### src/rtl/spi_tx_if.sv
// rtl/spi_tx_if.sv - byte handshake and SPI pin bundle for spi_tx
interface spi_tx_if;
    logic [7:0] txdata;
    logic       txvalid;
    logic       txready;
    logic       sclk;
    logic       mosi;
    logic       ss;
    logic       busy;
    logic       txdone;

    modport master (
        input  txdata, txvalid,
        output txready, sclk, mosi, ss, busy, txdone
    );

    modport slave (
        output txdata, txvalid,
        input  txready, sclk, mosi, ss, busy, txdone
    );
endinterface

### src/rtl/spi_tx.sv
// rtl/spi_tx.sv - mode-0 SPI master transmitter with one-byte holding register
// Optional SPI_TX_BURST_EN: chain a queued byte into the same SS-low window.
module spi_tx #(
    parameter int unsigned DIV = 4
) (
    input  logic      clk,
    input  logic      rst,
    spi_tx_if.master  bus
);
    typedef enum logic [2:0] {IDLE, SETUP, HIGH, LOW, HOLD, GAP} state_t;

    localparam logic [7:0] PHASE_LAST = 8'(DIV - 1);

    state_t     state, state_next;
    logic [7:0] hold_q;
    logic       full_q;
    logic [7:0] shift_q;
    logic [2:0] bit_q;
    logic [7:0] phase_q;
    logic       mosi_q;
    logic       done_q;

    logic phase_end;
    logic byte_end;
    logic load_idle;
    logic load_chain;
    logic load;
    logic accept;

    assign phase_end = (phase_q == PHASE_LAST);
    assign byte_end  = (state == HIGH) && phase_end && (bit_q == 3'd7);
    assign load_idle = (state == IDLE) && full_q;
`ifdef SPI_TX_BURST_EN
    assign load_chain = byte_end && full_q;
`else
    assign load_chain = 1'b0;
`endif
    assign load   = load_idle | load_chain;
    assign accept = bus.txvalid & ~full_q;

    always_ff @(posedge clk or posedge rst) begin
        if (rst) state <= IDLE;
        else     state <= state_next;
    end

    always_comb begin
        state_next = state;
        case (state)
            IDLE:  if (full_q) state_next = SETUP;
            SETUP: if (phase_end) state_next = HIGH;
            HIGH: begin
                if (phase_end) begin
                    if (bit_q != 3'd7) state_next = LOW;
                    else if (load_chain) state_next = LOW;
                    else state_next = HOLD;
                end
            end
            LOW:   if (phase_end) state_next = HIGH;
            HOLD:  if (phase_end) state_next = GAP;
            GAP:   if (phase_end) state_next = IDLE;
            default: state_next = IDLE;
        endcase
    end

    // SS and SCLK decode straight from the state so reset forces them idle without a clock.
    always_comb begin
        bus.sclk    = (state == HIGH);
        bus.ss      = (state == IDLE) || (state == GAP);
        bus.busy    = (state != IDLE);
        bus.txready = ~full_q;
        bus.mosi    = mosi_q;
        bus.txdone  = done_q;
    end

    always_ff @(posedge clk or posedge rst) begin
        if (rst) begin
            hold_q  <= 8'h00;
            full_q  <= 1'b0;
            shift_q <= 8'h00;
            bit_q   <= 3'd0;
            phase_q <= 8'h00;
            mosi_q  <= 1'b0;
            done_q  <= 1'b0;
        end else begin
            // A drain always beats an accept; they cannot coincide since accept needs ~full.
            if (load) begin
                full_q <= 1'b0;
            end else if (accept) begin
                full_q <= 1'b1;
                hold_q <= bus.txdata;
            end

            phase_q <= (state == IDLE || phase_end) ? 8'h00 : phase_q + 8'h01;
            done_q  <= byte_end;

            if (load) begin
                shift_q <= hold_q;
                mosi_q  <= hold_q[7];
                bit_q   <= 3'd0;
            end else if ((state == HIGH) && phase_end && (bit_q != 3'd7)) begin
                bit_q   <= bit_q + 3'd1;
                mosi_q  <= shift_q[6];
                shift_q <= {shift_q[6:0], 1'b0};
            end
        end
    end
endmodule
### src/flat_wrapper.sv
// flat-port wrapper written by rule: the top's interface ports become plain ports
module spi_tx_flat 
#(
    parameter int unsigned DIV = 4
)
  (clk, rst, bus_txdata, bus_txvalid, bus_txready, bus_sclk, bus_mosi, bus_ss, bus_busy, bus_txdone);
  spi_tx_if bus_i ();
  input  logic clk;
  input  logic rst;
  input wire logic [$bits(bus_i.txdata)-1:0] bus_txdata;
  input wire logic [$bits(bus_i.txvalid)-1:0] bus_txvalid;
  output wire logic [$bits(bus_i.txready)-1:0] bus_txready;
  output wire logic [$bits(bus_i.sclk)-1:0] bus_sclk;
  output wire logic [$bits(bus_i.mosi)-1:0] bus_mosi;
  output wire logic [$bits(bus_i.ss)-1:0] bus_ss;
  output wire logic [$bits(bus_i.busy)-1:0] bus_busy;
  output wire logic [$bits(bus_i.txdone)-1:0] bus_txdone;
  assign bus_i.txdata = bus_txdata;
  assign bus_i.txvalid = bus_txvalid;
  assign bus_txready = bus_i.txready;
  assign bus_sclk = bus_i.sclk;
  assign bus_mosi = bus_i.mosi;
  assign bus_ss = bus_i.ss;
  assign bus_busy = bus_i.busy;
  assign bus_txdone = bus_i.txdone;
  spi_tx #(.DIV(DIV)) u_core (.clk(clk), .rst(rst), .bus(bus_i));
endmodule
### config.mk
export PLATFORM = sky130hd
export DESIGN_NAME = spi_tx_flat
export DESIGN_NICKNAME = d
export VERILOG_FILES = /design/src/rtl/spi_tx_if.sv /design/src/rtl/spi_tx.sv /design/src/flat_wrapper.sv
export SDC_FILE = /design/constraint.sdc
export NUM_CORES = 1
export LEC_CHECK = 0
export CAP_MARGIN = 20
export CELL_PAD_IN_SITES_DETAIL_PLACEMENT = 1
export CELL_PAD_IN_SITES_GLOBAL_PLACEMENT = 1
export CORE_ASPECT_RATIO = 0.7
export CORE_MARGIN = 1
export CORE_UTILIZATION = 35
export DETAILED_ROUTE_END_ITERATION = 12
export PLACE_DENSITY_LB_ADDON = 0.1
export REMOVE_ABC_BUFFERS = 1
export SETUP_SLACK_MARGIN = 0.5
export SYNTH_ARGS = -nofsm -noshare
export SYNTH_HDL_FRONTEND = slang
export SYNTH_SLANG_ARGS = --single-unit
### constraint.sdc
create_clock -name clk -period 1.7 [get_ports clk]
set_input_delay 0.17 -clock clk [delete_from_list [all_inputs] [get_ports clk]]
set_output_delay 0.17 -clock clk [all_outputs]
set_load 0.02 [all_outputs]
Word level (Yosys, flattened, before mapping)
Cells that the tools add are included.
{"block": "totals", "register_bits": 32, "elab_cells": 55}
{"block": "op_classes", "n_addsub": 2, "n_eq_ne": 13, "mux": 16, "bitwise_logic": 3, "reduce_logical": 13}
{"op": "$mux W3", "count": 8}
{"op": "$pmux W3 S5", "count": 1}
{"op": "$mux W7", "count": 2}
{"op": "$ne A2 B1 Y1 const B", "count": 5}
{"op": "$eq A3 B3 Y1 const B", "count": 3}
{"op": "$add A8 B1 Y8 const B", "count": 1}
{"op": "$eq A8 B2 Y1 const B", "count": 1}
{"op": "$mux W8", "count": 1}
{"op": "$eq A3 B2 Y1 const B", "count": 2}
{"op": "$reduce_and A5 Y1", "count": 1}
{"op": "$logic_and A1 B1 Y1", "count": 4}
{"op": "$mux W1", "count": 4}
{"op": "$reduce_bool A2 Y1", "count": 2}
{"op": "$add A3 B1 Y3 const B", "count": 1}
{"op": "$eq A3 B1 Y1 const B", "count": 1}
{"op": "$logic_not A3 Y1", "count": 1}
{"op": "$ne A3 B3 Y1 const B", "count": 1}
{"op": "$reduce_bool A3 Y1", "count": 1}
{"op": "$logic_or A1 B1 Y1", "count": 2}
{"op": "$not A1 Y1", "count": 2}
{"op": "$reduce_and A2 Y1", "count": 1}
{"op": "$reduce_or A2 Y1", "count": 1}
{"op": "$and A1 B1 Y1", "count": 1}

Depth between registers and ports, before layout
{"block": "depth", "ltp_word": 5, "mapped_depth": 8}

Worst setup path before layout
No wires, ideal clock.
{"block": "synth_path", "path_type": "register -> register", "start": "register u_core.state[2]", "end": "register u_core.mosi_q (netlist: u_core.bus.mosi)", "t_arrival_ps": 1780, "t_required_ps": 1577, "slack_ps": -202, "path_stages_with_launch": 7, "n_path_buf": 2, "path_cell_list": "dfrtp_1 > buf_2 > nor3b_1 > nand4b_1 > buf_2 > mux2i_1 > a21oi_1"}
{"block": "synth_via", "elab_chain_len": 4}
{"item": "from (decl)", "line_no": "spi_tx.sv:14", "rtl": "state_t state, state_next;"}
{"item": "from (signal assigned)", "line_no": "spi_tx.sv:43", "rtl": "else state <= state_next;"}
{"item": "$eq A3 B2 Y1"}
{"item": "named net bus_sclk", "line_no": "flat_wrapper.sv:13", "rtl": "output wire logic [$bits(bus_i.sclk)-1:0] bus_sclk;"}
{"item": "$logic_and A1 B1 Y1 (2 in series)", "line_no": "spi_tx.sv:100", "rtl": "end else if ((state == HIGH) && phase_end && (bit_q != 3'd7)) begin"}
{"item": "$reduce_bool A2 Y1 (no source line)"}
{"item": "to (signal assigned)", "line_no": "spi_tx.sv:98", "rtl": "mosi_q <= hold_q[7];"}
{"item": "to (signal assigned)", "line_no": "spi_tx.sv:102", "rtl": "mosi_q <= shift_q[6];"}
{"item": "to (decl)", "line_no": "spi_tx.sv:20", "rtl": "logic mosi_q;"}
The timed path passes the listed nets, and every way through them passes these cells.
A chain may end at the register's enable or synchronous reset.

Final worst setup path
{"block": "layout_path", "start": "register u_core.phase_q[0]", "end": "register u_core.state[2]"}
{"block": "layout_via", "elab_chain_len": 3}
{"item": "from (decl)", "line_no": "spi_tx.sv:19", "rtl": "logic [7:0] phase_q;"}
{"item": "from (signal assigned)", "line_no": "spi_tx.sv:93", "rtl": "phase_q <= (state == IDLE || phase_end) ? 8'h00 : phase_q + 8'h01;"}
{"item": "$eq A8 B2 Y1 *", "line_no": "spi_tx.sv:30", "rtl": "assign phase_end = (phase_q == PHASE_LAST);"}
{"item": "$ne A2 B1 Y1 (no source line)"}
{"item": "$reduce_and A5 Y1 (no source line) *"}
Every way passes the cells marked *; elsewhere a longest branch is shown, timed or not.

==> flow_metrics.py <==
metrics = {
    "pwr": {
        "p_switching_w": 0.00117,
        "power_w": 0.00348,
        "p_clk_share_pct": 20.9,
        "seq_power_share_pct": 37.4,
        "p_leak_nw": 1.02,
        "p_int_w": 0.00232,
        "p_per_area_nw_per_um2": 1640,
        "peakVddDrop_mv": 0.699,
        "combPwrFrac_pct": 41.7,
        "switching_share_pct": 33.5,
    },
    "clocking": {
        "cts.sinks": 32,
        "clk_latency_ns": 0.28,
        "holdBufCountCts": 0,
        "cts_buffers": 5,
        "root_buffer": "clkbuf_8",
        "clockBufferDepth": 2,
        "cts_tree": "built",
        "path_clk_slew_ns": 0.07,
        "h-tree-depth": 2,
    },
    "placed_design": {
        "place_area_um2": 1700,
        "port_buffers": 16,
        "dp_hpwl_mm": 2.05,
        "place_congestion": 0.713,
        "place_ws_ns": 0.0763,
    },
    "yosys": {
        "syn_area_per_cell_um2": 11.1,
        "yosys.cell_types.count": 28,
        "syn_area_um2": 1460,
        "synthCells": 131,
        "ys_ff_latch": 32,
        "yosysWarnings": 0,
        "synth-edff-count": 0,
        "synth_flop_cell": "dfrtp_1",
        "synthArstFlopShare_pct": 100,
        "ys_seq_area_share_pct": 54.9,
    },
    "timing": {
        "tightest_slew_ns": 0.426,
        "min_period_over_period_pct": 96.4,
        "maxSlewHeadroom_pct": 71.6,
        "finalMaxSlewViolations": 0,
        "layout_min_cycle_time_ns": 1.64,
        "fin_setup_tns_ns": 0,
        "setup_violations": 0,
        "rsz0062_at_grt": "true",
        "fin_skew_ns": 0.00434,
        "report.final.hold_viol_count": 0,
        "fin_ws_ns": 0.0607,
        "fmax_mhz": 610,
    },
    "cells_and_area": {
        "stdcell_area_um2": 2130,
        "final_common_cell": "dfrtp_1",
        "nets": 185,
        "mostFrequentLayoutCells": "dfrtp_1 (30), nor2_1 (21), buf_6 (13), buf_4 (13), clkdlybuf4s50_1 (10)",
        "post-route-util_pct": 53.9,
        "drive_above_1_share_pct": 40.7,
        "areaGrowthSynthToFinish_pct": 46.0,
        "diodes": 0,
    },
    "grt": {
        "grt_pass1_wl_mm": 5.66,
        "grt_pass1_vias": 1171,
        "grt_start_max_net_pins": 33,
        "antenna_found_initial": 0,
        "gr-total-overflow": 0,
        "grt_use_total_pct": 17.0,
    },
    "critical_path": {
        "path_max_fanout": 4,
        "critPathTopFamily": "flip-flops",
        "crit_top_cell": "buf_6",
        "critPathLaunchType": "flop",
        "max_stage_delay_ns": 0.39,
        "path_cells": "ha_2 -> nor4b_4 -> buf_4 -> buf_6 -> buf_6 -> nand2_4 -> a211o_1",
        "path_class": "flop to flop",
        "endpoint_kind": "flop",
        "cp_num_buf_inv": 3,
        "crit_arrival_ns": 1.80,
        "cp.required_ns": 1.87,
        "cp_slowest_cell": "dfrtp_1",
    },
    "run": {
        "max_cap_viol_count": 0,
    },
    "routing": {
        "vias_per_cell": 4.78,
        "drt_iter0_drc": 18,
        "wl_per_cell_um": 16.0,
        "ant_nets": 0,
        "firstDrtPassIters": 4,
        "vias": 1071,
        "wl_mm": 3.58,
        "drc": 0,
    },
    "floorplan": {
        "start_util_pct": 36.9,
        "die_h_um": 56.0,
        "pin_count": 17,
        "coreArea_um2": 3950,
        "die_w_um": 79.1,
        "rows": 19,
        "fp.dieArea_um2": 4430,
    },
    "status": {
        "status": "complete, no violations",
    },
    "hold_path": {
        "hold_class": "input pin to async pin",
    },
}
registers in the layout, summed over array words and instances (netlist names):
register	count
u_core.bus.txdone	1
u_core.bit_q	3
u_core.full_q	1
u_core.shift_q	7
u_core.hold_q	8
u_core.phase_q	8
u_core.state	3
u_core.bus.mosi	1
cells in the mapped netlist, types with 3 or more instances:
cell	count	area share [%]
a21oi_1	9	3.1
xor2_1	6	3.6
nand3_1	3	1.0
mux2i_1	9	6.2
nand2_1	7	1.8
dfrtp_1	32	55
nor2b_1	3	1.3
mux2_2	8	6.2
buf_2	3	1.0
ha_1	3	2.6
nor2_1	23	5.9
and3_1	4	1.7
area by class of cell:
| class | instances | area, um2 |
|---|---|---|
| sequential | 32 | 803 |
| timing repair buffer | 39 | 367 |
| fill | 427 | 1820 |
| multi-input combinational | 91 | 774 |
| clock inverter | 3 | 42.5 |
| inverter | 2 | 7.51 |
| tap | 52 | 65.1 |
| clock buffer | 5 | 68.8 |
kinds of logic after synthesis:
logic type,Yosys count,synth area share [%]
buffers and inverters,8,3.35
AND/OR/NAND/NOR,50,16.9
AO/OA/AOI/OAI,13,5.06
adder cells (fa/ha/maj),3,2.58
XOR/XNOR,8,4.81
flip-flops,32,54.9
multiplexers,17,12.4
worst register-to-register path, stage by stage, from the launching register on:
cell	delay (ns)
dfrtp_1	0.39
ha_2	0.20
nor4b_4	0.22
buf_4	0.16
buf_6	0.09
buf_6	0.10
nand2_4	0.08
a211o_1	0.28
metrics by stage:
stage	std cells	hold slack (ns)
after CTS	219	0.301
after global placement	201	0.440
after global routing	224	0.331
final	224	0.289
after detailed placement	201	0.453
after floorplan	125	0.286
what timing repair did:
item	in CTS	in global routing
gates cloned	1	0
pin swaps	14	13
endpoints found under the setup margin	30	34
gates resized for setup	43	36
buffers inserted	9	5
power groups by stage:
stage	combinational (W)	clock [W]	sequential, W
2_1_floorplan	0.000618	0	0.00125
3_3_place_gp	0.000946	0	0.00126
3_5_place_dp	0.000972	0	0.00128
4_1_cts	0.00114	0.000742	0.00128
5_1_grt	0.00160	0.000761	0.00133
6_report	0.00145	0.000728	0.00130
metal layers:
metal / vias to the layer above / routed length (um) / GRT usage (%)
met2: 14 / 1690 / 25.7
met1: 534 / 1750 / 23.2
met5: - / 0 / 0
li1: 519 / - / -
met3: 4 / 108 / 4.75
met4: 0 / 34 / 6.49
final timing paths:
path | from | endpoint | slack [ns] | cells after the start
min reg2reg | u_core.phase_q[0]$_DFF_PP0_ | u_core.phase_q[0]$_DFF_PP0_ | 0.48 | 1
max reg2reg | u_core.phase_q[0]$_DFF_PP0_ | u_core.state[2]$_DFFE_PP0P_ | 0.06 | 7
max in group asynchronous | rst | u_core.state[2]$_DFFE_PP0P_ | 1.09 | 3
min | rst | u_core.bit_q[2]$_DFFE_PP0P_ | 0.29 | 3
max | u_core.phase_q[0]$_DFF_PP0_ | u_core.state[2]$_DFFE_PP0P_ | 0.06 | 7
min in group clk | u_core.phase_q[0]$_DFF_PP0_ | u_core.phase_q[0]$_DFF_PP0_ | 0.48 | 1
No activity file was read; power rests on OpenSTA's default activity.
